`config.mk`:
```
export PLATFORM = sky130hd
export DESIGN_NAME = csr_trap_unit_flat
export DESIGN_NICKNAME = d
export VERILOG_FILES = /design/src/rtl/csr_trap_unit_if.sv /design/src/rtl/csr_trap_unit.sv /design/src/flat_wrapper.sv
export SDC_FILE = /design/constraint.sdc
export NUM_CORES = 1
export LEC_CHECK = 0
export BUFFER_PORTS_ARGS = -buffer_cell sky130_fd_sc_hd__buf_2
export CAP_MARGIN = 20
export CORE_MARGIN = 10
export CORE_UTILIZATION = 35
export CTS_BUF_LIST = sky130_fd_sc_hd__clkbuf_16
export CTS_CLUSTER_DIAMETER = 120
export DETAILED_ROUTE_END_ITERATION = 16
export PLACE_DENSITY_LB_ADDON = 0.25
export SLEW_MARGIN = 20
export SYNTH_ARGS = -nofsm -noshare
export SYNTH_HDL_FRONTEND = slang
export SYNTH_SLANG_ARGS = --single-unit
export TNS_END_PERCENT = 1
```
`constraint.sdc`:
```
create_clock -name clk -period 4 [get_ports clk]
set_input_delay 0.4 -clock clk [delete_from_list [all_inputs] [get_ports clk]]
set_output_delay 0.4 -clock clk [all_outputs]
set_load 0.005 [all_outputs]
```
`src/rtl/csr_trap_unit_if.sv`:
```
`default_nettype none
// ============================================================================
//  Module   : csr_trap_unit_if
//  Purpose  : Bundles the CSR access port, the trap/mret commit port, the
//             interrupt lines and the feedback to the exception unit.
//  Revision : 1.0  initial release
// ============================================================================
interface csr_trap_unit_if;
    // Zicsr access from execute
    logic [1:0]  csr_op;
    logic [11:0] csr_addr;
    logic [31:0] csr_wdata;
    logic [31:0] csr_rdata;
    logic        csr_illegal;
    // Trap / return commit
    logic        exception;
    logic        interrupt;
    logic [31:0] exception_pc;
    logic [31:0] exception_cause;
    logic        mret;
    logic [31:0] mepc_out;
    // Retirement and interrupt lines
    logic        instr_retire;
    logic        ext_irq;
    logic        timer_irq;
    logic        irq_pending;
    // Feedback to exception unit
    logic        interrupt_en;
    logic [1:0]  mtvec_mode;
    logic [31:0] mtvec_base;

    modport slave (
        input  csr_op, csr_addr, csr_wdata,
        input  exception, interrupt, exception_pc, exception_cause, mret,
        input  instr_retire, ext_irq, timer_irq,
        output csr_rdata, csr_illegal, mepc_out, irq_pending,
        output interrupt_en, mtvec_mode, mtvec_base
    );

    modport master (
        output csr_op, csr_addr, csr_wdata,
        output exception, interrupt, exception_pc, exception_cause, mret,
        output instr_retire, ext_irq, timer_irq,
        input  csr_rdata, csr_illegal, mepc_out, irq_pending,
        input  interrupt_en, mtvec_mode, mtvec_base
    );
endinterface
`default_nettype wire

```
`src/rtl/csr_trap_unit.sv`:
```
`default_nettype none
// ============================================================================
//  Module   : csr_trap_unit
//  Purpose  : Machine-mode trap CSR file: trap capture, mret, Zicsr access,
//             mcycle/minstret counters and interrupt-pending generation.
//  Revision : 1.0  initial release
// ============================================================================
module csr_trap_unit #(
    parameter logic [31:0] MTVEC_RESET = 32'h0000_0000,
    parameter logic [31:0] HART_ID     = 32'd0
) (
    input  wire logic       clk,
    input  wire logic       rst,
    csr_trap_unit_if.slave  bus
);

    localparam logic [11:0] c_MSTATUS  = 12'h300;
    localparam logic [11:0] c_MIE      = 12'h304;
    localparam logic [11:0] c_MTVEC    = 12'h305;
    localparam logic [11:0] c_MSCRATCH = 12'h340;
    localparam logic [11:0] c_MEPC     = 12'h341;
    localparam logic [11:0] c_MCAUSE   = 12'h342;
    localparam logic [11:0] c_MIP      = 12'h344;
    localparam logic [11:0] c_MCYCLE   = 12'hB00;
    localparam logic [11:0] c_MCYCLEH  = 12'hB80;
    localparam logic [11:0] c_MINSTRET = 12'hB02;
    localparam logic [11:0] c_MINSTRH  = 12'hB82;
    localparam logic [11:0] c_MHARTID  = 12'hF14;

    localparam logic [1:0]  c_OP_NONE  = 2'b00;
    localparam logic [1:0]  c_OP_RW    = 2'b01;
    localparam logic [1:0]  c_OP_RS    = 2'b10;

    // Architectural state
    logic        r_mstatus_mie;
    logic        r_mstatus_mpie;
    logic        r_mie_mtie;
    logic        r_mie_meie;
    logic        r_mip_mtip;
    logic        r_mip_meip;
    logic [31:0] r_mtvec;
    logic [31:0] r_mscratch;
    logic [31:2] r_mepc;
    logic [31:0] r_mcause;
    logic [63:0] r_mcycle;
    logic [63:0] r_minstret;

    logic [31:0] w_rdata;
    logic        w_impl;
    logic        w_ro;
    logic        w_wr_real;
    logic        w_illegal;
    logic        w_wen;
    logic [31:0] w_new;
    logic        w_unused;

    // Only the low 31 cause bits are architecturally captured.
    assign w_unused = bus.exception_cause[31];

    // Read mux: decodes the address and flags read-only/unimplemented targets
    always_comb begin
        w_rdata = 32'd0;
        w_impl  = 1'b1;
        w_ro    = 1'b0;
        case (bus.csr_addr)
            c_MSTATUS:  w_rdata = {19'd0, 2'b11, 3'd0, r_mstatus_mpie, 3'd0, r_mstatus_mie, 3'd0};
            c_MIE:      w_rdata = {20'd0, r_mie_meie, 3'd0, r_mie_mtie, 7'd0};
            c_MTVEC:    w_rdata = r_mtvec;
            c_MSCRATCH: w_rdata = r_mscratch;
            c_MEPC:     w_rdata = {r_mepc, 2'b00};
            c_MCAUSE:   w_rdata = r_mcause;
            c_MIP: begin
                w_rdata = {20'd0, r_mip_meip, 3'd0, r_mip_mtip, 7'd0};
                w_ro    = 1'b1;
            end
            c_MCYCLE:   w_rdata = r_mcycle[31:0];
            c_MCYCLEH:  w_rdata = r_mcycle[63:32];
            c_MINSTRET: w_rdata = r_minstret[31:0];
            c_MINSTRH:  w_rdata = r_minstret[63:32];
            c_MHARTID: begin
                w_rdata = HART_ID;
                w_ro    = 1'b1;
            end
            default:    w_impl  = 1'b0;
        endcase
    end

    // RS/RC with a zero mask is a pure read and never has write side effects.
    assign w_wr_real = (bus.csr_op == c_OP_RW) ||
                       ((bus.csr_op != c_OP_NONE) && (bus.csr_wdata != 32'd0));
    assign w_illegal = (bus.csr_op != c_OP_NONE) && (!w_impl || (w_ro && w_wr_real));
    // A trap in the same cycle flushes the instruction issuing the write.
    assign w_wen     = (bus.csr_op != c_OP_NONE) && w_wr_real && !w_illegal && !bus.exception;

    // Write-value computation for RW / RS / RC
    always_comb begin
        w_new = bus.csr_wdata;
        if (bus.csr_op == c_OP_RS) begin
            w_new = w_rdata | bus.csr_wdata;
        end else if (bus.csr_op != c_OP_RW) begin
            w_new = w_rdata & ~bus.csr_wdata;
        end
    end

    // mstatus: trap beats mret, mret beats a software write
    always_ff @(posedge clk) begin
        if (rst) begin
            r_mstatus_mie  <= 1'b0;
            r_mstatus_mpie <= 1'b0;
        end else if (bus.exception) begin
            r_mstatus_mpie <= r_mstatus_mie;
            r_mstatus_mie  <= 1'b0;
        end else if (bus.mret) begin
            r_mstatus_mie  <= r_mstatus_mpie;
            r_mstatus_mpie <= 1'b1;
        end else if (w_wen && (bus.csr_addr == c_MSTATUS)) begin
            r_mstatus_mie  <= w_new[3];
            r_mstatus_mpie <= w_new[7];
        end
    end

    // mepc/mcause: trap capture has priority over software writes
    always_ff @(posedge clk) begin
        if (rst) begin
            r_mepc   <= 30'd0;
            r_mcause <= 32'd0;
        end else if (bus.exception) begin
            r_mepc   <= bus.exception_pc[31:2];
            r_mcause <= {bus.interrupt, bus.exception_cause[30:0]};
        end else if (w_wen) begin
            if (bus.csr_addr == c_MEPC) begin
                r_mepc <= w_new[31:2];
            end
            if (bus.csr_addr == c_MCAUSE) begin
                r_mcause <= w_new;
            end
        end
    end

    // Plain software-written CSRs: mie, mtvec (WARL mode), mscratch
    always_ff @(posedge clk) begin
        if (rst) begin
            r_mie_mtie <= 1'b0;
            r_mie_meie <= 1'b0;
            r_mtvec    <= MTVEC_RESET;
            r_mscratch <= 32'd0;
        end else if (w_wen) begin
            case (bus.csr_addr)
                c_MIE: begin
                    r_mie_mtie <= w_new[7];
                    r_mie_meie <= w_new[11];
                end
                // Modes 2 and 3 are reserved: keep the previous mode.
                c_MTVEC:    r_mtvec <= {w_new[31:2], w_new[1] ? r_mtvec[1:0] : w_new[1:0]};
                c_MSCRATCH: r_mscratch <= w_new;
                default: ;
            endcase
        end
    end

    // Interrupt lines are registered into mip every cycle
    always_ff @(posedge clk) begin
        if (rst) begin
            r_mip_mtip <= 1'b0;
            r_mip_meip <= 1'b0;
        end else begin
            r_mip_mtip <= bus.timer_irq;
            r_mip_meip <= bus.ext_irq;
        end
    end

    // mcycle: free-running unless software loads one half this cycle
    always_ff @(posedge clk) begin
        if (rst) begin
            r_mcycle <= 64'd0;
        end else if (w_wen && (bus.csr_addr == c_MCYCLE)) begin
            r_mcycle[31:0] <= w_new;
        end else if (w_wen && (bus.csr_addr == c_MCYCLEH)) begin
            r_mcycle[63:32] <= w_new;
        end else begin
            r_mcycle <= r_mcycle + 64'd1;
        end
    end

    // minstret: counts retirements that are not being trapped
    always_ff @(posedge clk) begin
        if (rst) begin
            r_minstret <= 64'd0;
        end else if (w_wen && (bus.csr_addr == c_MINSTRET)) begin
            r_minstret[31:0] <= w_new;
        end else if (w_wen && (bus.csr_addr == c_MINSTRH)) begin
            r_minstret[63:32] <= w_new;
        end else if (bus.instr_retire && !bus.exception) begin
            r_minstret <= r_minstret + 64'd1;
        end
    end

    assign bus.csr_rdata    = w_rdata;
    assign bus.csr_illegal  = w_illegal;
    assign bus.mepc_out     = {r_mepc, 2'b00};
    assign bus.interrupt_en = r_mstatus_mie;
    assign bus.irq_pending  = r_mstatus_mie &
                              ((r_mie_mtie & r_mip_mtip) | (r_mie_meie & r_mip_meip));
    assign bus.mtvec_mode   = r_mtvec[1:0];
    assign bus.mtvec_base   = {r_mtvec[31:2], 2'b00};

endmodule
`default_nettype wire

```
`src/flat_wrapper.sv`:
```
// flat-port wrapper written by rule: the top's interface ports become plain ports
module csr_trap_unit_flat 
#(
    parameter logic [31:0] MTVEC_RESET = 32'h0000_0000,
    parameter logic [31:0] HART_ID     = 32'd0
)
  (clk, rst, bus_csr_op, bus_csr_addr, bus_csr_wdata, bus_exception, bus_interrupt, bus_exception_pc, bus_exception_cause, bus_mret, bus_instr_retire, bus_ext_irq, bus_timer_irq, bus_csr_rdata, bus_csr_illegal, bus_mepc_out, bus_irq_pending, bus_interrupt_en, bus_mtvec_mode, bus_mtvec_base);
  csr_trap_unit_if bus_i ();
  input  wire logic clk;
  input  wire logic rst;
  input wire logic [$bits(bus_i.csr_op)-1:0] bus_csr_op;
  input wire logic [$bits(bus_i.csr_addr)-1:0] bus_csr_addr;
  input wire logic [$bits(bus_i.csr_wdata)-1:0] bus_csr_wdata;
  input wire logic [$bits(bus_i.exception)-1:0] bus_exception;
  input wire logic [$bits(bus_i.interrupt)-1:0] bus_interrupt;
  input wire logic [$bits(bus_i.exception_pc)-1:0] bus_exception_pc;
  input wire logic [$bits(bus_i.exception_cause)-1:0] bus_exception_cause;
  input wire logic [$bits(bus_i.mret)-1:0] bus_mret;
  input wire logic [$bits(bus_i.instr_retire)-1:0] bus_instr_retire;
  input wire logic [$bits(bus_i.ext_irq)-1:0] bus_ext_irq;
  input wire logic [$bits(bus_i.timer_irq)-1:0] bus_timer_irq;
  output wire logic [$bits(bus_i.csr_rdata)-1:0] bus_csr_rdata;
  output wire logic [$bits(bus_i.csr_illegal)-1:0] bus_csr_illegal;
  output wire logic [$bits(bus_i.mepc_out)-1:0] bus_mepc_out;
  output wire logic [$bits(bus_i.irq_pending)-1:0] bus_irq_pending;
  output wire logic [$bits(bus_i.interrupt_en)-1:0] bus_interrupt_en;
  output wire logic [$bits(bus_i.mtvec_mode)-1:0] bus_mtvec_mode;
  output wire logic [$bits(bus_i.mtvec_base)-1:0] bus_mtvec_base;
  assign bus_i.csr_op = bus_csr_op;
  assign bus_i.csr_addr = bus_csr_addr;
  assign bus_i.csr_wdata = bus_csr_wdata;
  assign bus_i.exception = bus_exception;
  assign bus_i.interrupt = bus_interrupt;
  assign bus_i.exception_pc = bus_exception_pc;
  assign bus_i.exception_cause = bus_exception_cause;
  assign bus_i.mret = bus_mret;
  assign bus_i.instr_retire = bus_instr_retire;
  assign bus_i.ext_irq = bus_ext_irq;
  assign bus_i.timer_irq = bus_timer_irq;
  assign bus_csr_rdata = bus_i.csr_rdata;
  assign bus_csr_illegal = bus_i.csr_illegal;
  assign bus_mepc_out = bus_i.mepc_out;
  assign bus_irq_pending = bus_i.irq_pending;
  assign bus_interrupt_en = bus_i.interrupt_en;
  assign bus_mtvec_mode = bus_i.mtvec_mode;
  assign bus_mtvec_base = bus_i.mtvec_base;
  csr_trap_unit #(.MTVEC_RESET(MTVEC_RESET), .HART_ID(HART_ID)) u_core (.clk(clk), .rst(rst), .bus(bus_i));
endmodule
```
=== Word-level counts from Yosys, hierarchy flattened ===
Index checks and enable logic that the tools add are counted.

* Bitwise gates (word level): 9
* $lt $le $gt $ge: 0
* Equality and inequality tests: 17
* Mux-type cells: 23
* Multiply operators: 0
* Shift-type cells: 0
* Add/subtract/negate cells: 2
* Reduce and logical (&&, ||, !) cells: 37
* Div/mod/pow operators: 0

{| class="wikitable"
|+ Operator list
! kind !! count
|-
| 32-bit two-way mux || 11
|-
| 32-bit one-hot mux with 11 select lines || 1
|-
| 64-bit by 1-bit adder with 64-bit output, second input constant || 2
|-
| 30-bit two-way mux || 3
|-
| 12-bit by 10-bit == test with 1-bit output, second input constant || 7
|-
| 64-bit two-way mux || 1
|-
| 12-bit == test, second input constant || 5
|-
| 32-bit AND || 1
|-
| 32-bit inverter || 1
|-
| 32-bit OR || 1
|-
| 32-bit nonzero test || 1
|-
| 2-bit AND reduction || 7
|-
| 2-bit nonzero test || 7
|-
| 1-bit logical AND || 12
|-
| 12-bit OR reduction || 1
|-
| 1-bit two-way mux || 7
|-
| 2-bit by 1-bit != test with 1-bit output, second input constant || 3
|-
| 2-bit OR reduction || 2
|-
| 1-bit AND || 3
|-
| 1-bit zero test || 3
|-
| 3-bit AND reduction || 1
|-
| 3-bit nonzero test || 1
|-
| 2-bit by 1-bit == test with 1-bit output, second input constant || 1
|-
| 2-bit == test, second input constant || 1
|-
| other kinds (3) || 5
|}

* Input bits: 118
* Memories: 0
* Bits in writable memories: 0
* Bits in read-only memories: 0
* Latch bits: 0
* Register bits: 259

=== Logic depth before layout (Yosys ltp) ===
* Depth in word-level cells: 13
* Depth in mapped cells: 11
* Depth with buffers taken out: 8

=== Worst setup path before layout ===
Ideal clock, no wire load.

* Path type: input port to flip-flop
* Start point: input port bus_csr_addr[4]
* End point: register u_core.r_minstret[29]
* Arrival: 2.525 ns
* Library setup time: 0.086 ns
* Cell stages on the path: 10
* Path slack: 1.389 ns
* Path through: buf_2 or4b_4 buf_6 nor3_4 nand2_4 o21ai_4 buf_4 nor3_1 xnor2_1 a211oi_1

* Cells in the longest elaborated chain, start to end: 12
* Elaborated cells between the ends (all ways): 34
* Classes of those cells: 13 x eq/ne; 6 x mux; 2 x bitwise; 13 x reduce/logical

{| class="wikitable"
|+ Ends and longest elaborated chain
! item !! line !! RTL
|-
| start: declaration || flat_wrapper.sv:12 || <nowiki>input wire logic [$bits(bus_i.csr_addr)-1:0] bus_csr_addr;</nowiki>
|-
| 12-bit by 10-bit == test with 1-bit output, or another cell as far along || csr_trap_unit.sv:65 || <nowiki>case (bus.csr_addr)</nowiki>
|-
| 12-bit OR reduction (no line) / 2-bit OR reduction (equally long branches) || n/a ||
|-
| 1-bit two-way mux || csr_trap_unit.sv:65 ||
|-
| 1-bit zero test / 1-bit logical AND (equally long branches) || csr_trap_unit.sv:91 || <nowiki>assign w_illegal = (bus.csr_op != c_OP_NONE) && (!w_impl || (w_ro && w_wr_real));</nowiki>
|-
| 1-bit logical OR || csr_trap_unit.sv:91 ||
|-
| 1-bit logical AND || csr_trap_unit.sv:91 ||
|-
| 1-bit zero test || csr_trap_unit.sv:93 || <nowiki>assign w_wen = (bus.csr_op != c_OP_NONE) && w_wr_real && !w_illegal && !bus.exception;</nowiki>
|-
| 1-bit logical AND (2 in series) || csr_trap_unit.sv:93 ||
|-
| 1-bit logical AND (on tied branches) || csr_trap_unit.sv:191, csr_trap_unit.sv:189 ||
|-
| 2-bit by 1-bit != test with 1-bit output (no line) / 2-bit nonzero test (equally long branches) || n/a ||
|-
| 2-bit AND reduction (no line) || n/a ||
|-
| end signal: assignment || csr_trap_unit.sv:190 || <nowiki>r_minstret[31:0] <= w_new;</nowiki>
|-
| end signal: assignment || csr_trap_unit.sv:194 || <nowiki>r_minstret <= r_minstret + 64'd1;</nowiki>
|-
| end: declaration || csr_trap_unit.sv:46 || <nowiki>logic [63:0] r_minstret;</nowiki>
|}

Several ways; a longest one is shown, not always the timed one.
A chain may end at the register's enable or synchronous reset.

=== Worst setup path after layout ===
* Start point: register u_core.r_mcycle[6]
* End point: register u_core.r_mcycle[43]

* Cells in the longest elaborated chain, start to end: 2

{| class="wikitable"
|+ Ends and longest elaborated chain
! item !! line !! RTL
|-
| start: declaration || csr_trap_unit.sv:45 || <nowiki>logic [63:0] r_mcycle;</nowiki>
|-
| start signal: assignment || csr_trap_unit.sv:177 || <nowiki>r_mcycle[31:0] <= w_new;</nowiki>
|-
| start signal: assignment || csr_trap_unit.sv:181 || <nowiki>r_mcycle <= r_mcycle + 64'd1;</nowiki>
|-
| 64-bit by 1-bit adder with 64-bit output || csr_trap_unit.sv:181 ||
|-
| 32-bit two-way mux || csr_trap_unit.sv:178 || <nowiki>end else if (w_wen && (bus.csr_addr == c_MCYCLEH)) begin</nowiki>
|}

No other way between the ends.

==> results_dict.tcl <==
set metrics [dict create \
    ctsResizeCount 0 \
    wire_per_inst_um 29.9 \
    grt_pass1_wl_mm 128 \
    synth_edf_count 0 \
    hpwl_mm 67.7 \
    vias 19200 \
    cp.required_ps 4460 \
    dieWidth_um 240 \
    final_cells 2999 \
    ys_ff_latch 259 \
    grt_max_degree 120 \
    fin_skew_ps 37.3 \
    highest_layer "met5" \
    slew_viol_final 0 \
    post_cts_buffers 0 \
    start_util_pct 35.5 \
    max_freq_mhz 312 \
    area_growth_syn_to_layout_pct 20.1 \
    leakage_nw 7.58 \
    synth_top_area_share_pct 30.5 \
    critPathKind "reg2reg" \
    portBuffers 210 \
    syn_area_per_cell_um2 8.00 \
    synth_ff_type "dfxtp_1" \
    clock_sinks 259 \
    top_level_ports 219 \
    synth_area_leader_cell "dfxtp_1" \
    wl_met1_mm 35.7 \
    clock_latency_ps 570 \
    antenna_found_initial 2 \
    dpl_worst_slack_ps 516 \
    die-area_um2 57800 \
    track_usage_pct 30.1 \
    fillers 4892 \
    syn_inst 2124 \
    synth_area_leaders "dfxtp_1 (31%), mux2i_1 (6.5%), nand2_1 (5.4%)" \
    ir_worst_vdd_mv 0.280 \
    clkTransAtPathRegs_ps 60 \
    wl_met2_mm 39.8 \
    firstDrtPassIters 6 \
    coreArea_um2 47800 \
    tritoncts "done" \
    die_h_um 240 \
    clock_tree.buffer_depth 3 \
    finalCritPeriodShare_pct 80.0 \
    critPathMaxFanout 9 \
    finalSetupViolations 0 \
    cts_root_buf "clkbuf_16" \
    drc_errors 0 \
    maxCapViolations 0 \
    power_density_nw_per_um2 324 \
    maxSlewHeadroom_pct 21.0 \
    synth_area_um2 17000 \
    yosys_warnings 0 \
    final_common_cell "dfxtp_1" \
    grt_pass1_vias 18000 \
    drt_iter0_markers 2650 \
    grt_setup_unrepaired "no" \
    mostFrequentLayoutCells "dfxtp_1 (259), nand2_1 (243), nor2_1 (208), buf_2 (208), buf_4 (139)" \
    min_period_ps 3200 \
    rows 80 \
    crit_arrival_ps 3660 \
    ant_nets 0 \
    gp_congestion 1.01 \
    layout-drive-gt1-share_pct 22.0 \
    avgViaCountPerCell 6.39 \
    ys_types 107 \
    nets 2481 \
    ys_seq_area_share_pct 30.5 \
    tightest_slew_ps 1180 \
    utilization_pct 42.7 \
    wl_met3_mm 9.65 \
    setup_ws_ps 799 \
    endpoint_kind "register" \
    setup_tns_ps 0 \
    ys_async_sr_fraction_pct 0 \
    status "completed" \
    cp-start-kind "register" \
    drt_wl_total_mm 89.7 \
    overflow 0 \
    finalHoldViolations 0 \
    htreeDepth 2 \
    ctsHoldBuffers 0 \
    cts_inserted_buffers 34 \
    hold_ws_ps 68.0 \
    dp_cells 2940 \
    hp-class "in2reg" \
]
final cells by class:
cell class                 instances  area, um2  area share, %
sequential                       259       5180           25.4
timing repair buffer             362       2380           11.7
inverter                          76        285           1.40
clock inverter                    22        204          0.999
antenna                            2       5.00         0.0245
multi-input combinational       1628      10700           52.5
clock buffer                      35        876           4.29
tap                              615        769           3.77
path summary, 6_finish.rpt:
| path | startpoint | to | slack (ps) | cells after the start |
|---|---|---|---|---|
| min reg2reg | u_core.r_mscratch[5] | u_core.r_mscratch[5] | 490 | 2 |
| max reg2reg | u_core.r_mcycle[6] | u_core.r_mcycle[43] | 800 | 7 |
| max | u_core.r_mcycle[6] | u_core.r_mcycle[43] | 800 | 7 |
| min | bus_timer_irq | u_core.r_mip_mtip | 70 | 2 |
layer usage:
layer | track usage, % | vias to the layer above
met5 | 0 | -
met3 | 6.58 | 233
li1 | - | 8367
met1 | 38.6 | 9322
met2 | 47.0 | 1248
met4 | 14.4 | 2
worst max-delay path, cell delays in order, from the launching register on:
cell and delay [ps]:
dfxtp_1 470, nand4_1 370, nor4_4 640, nand3_1 370
nor3_2 640, nand3_1 130, or3_1 320, a31oi_1 170
synth_stat cells, drive strengths merged (7+ instances only):
cell type and number:
dfxtp 259, a21oi 112, nand4b 7, nor2 212, nand3 102, xnor2 54
nor2b 13, a211oi 52, a22oi 54, nor4 42, nor3 63, a221oi 58
o221a 13, mux2i 111, a22o 7, o311ai 8, mux2 22, nand4 57
and3 32, o211ai 19, buf 104, clkbuf 61, nand2 245, a31oi 26
inv 76, or4 10, a2bb2oi 10, xor2 35, or2 9, o22ai 18
o21ai 73, and2 8, or3 25
power by group:
part | internal (mW) | switching [mW]
combinational | 0.265 | 0.534
clock | 1.84 | 1.30
sequential | 2.63 | 0.0472
cell families (layout without fill, tap and decap cells):
logic type	after synthesis	in the layout	share of synthesized area (%)
muxes	133	133	8.00
buffers and inverters	241	495	7.02
xor gates and xnor gates	89	89	4.59
and+or+nand+nor	867	867	26.5
adders and majority gates	2	2	0.147
other	1	7	0.0221
AOI/OAI and AO/OA	532	532	23.2
DFF	259	259	30.5
sequential cells by signal, summed over array words and instances (netlist names):
| name | cells |
|---|---|
| u_core.bus.interrupt_en | 1 |
| u_core.r_mcause | 32 |
| u_core.r_mcycle | 64 |
| u_core.r_mepc | 30 |
| u_core.r_mie_meie | 1 |
| u_core.r_mie_mtie | 1 |
| u_core.r_minstret | 64 |
| u_core.r_mip_meip | 1 |
| u_core.r_mip_mtip | 1 |
| u_core.r_mscratch | 32 |
| u_core.r_mstatus_mpie | 1 |
| u_core.r_mtvec | 31 |
stage by stage:
step | power, mW | area (um2)
floorplan | 3.11 | 17000
global placement | 3.49 | 19300
detailed placement | 3.50 | 19300
CTS | 6.60 | 20400
global route | 6.75 | 20400
finish | 6.61 | 20400
(Power assumes the default switching activity.)
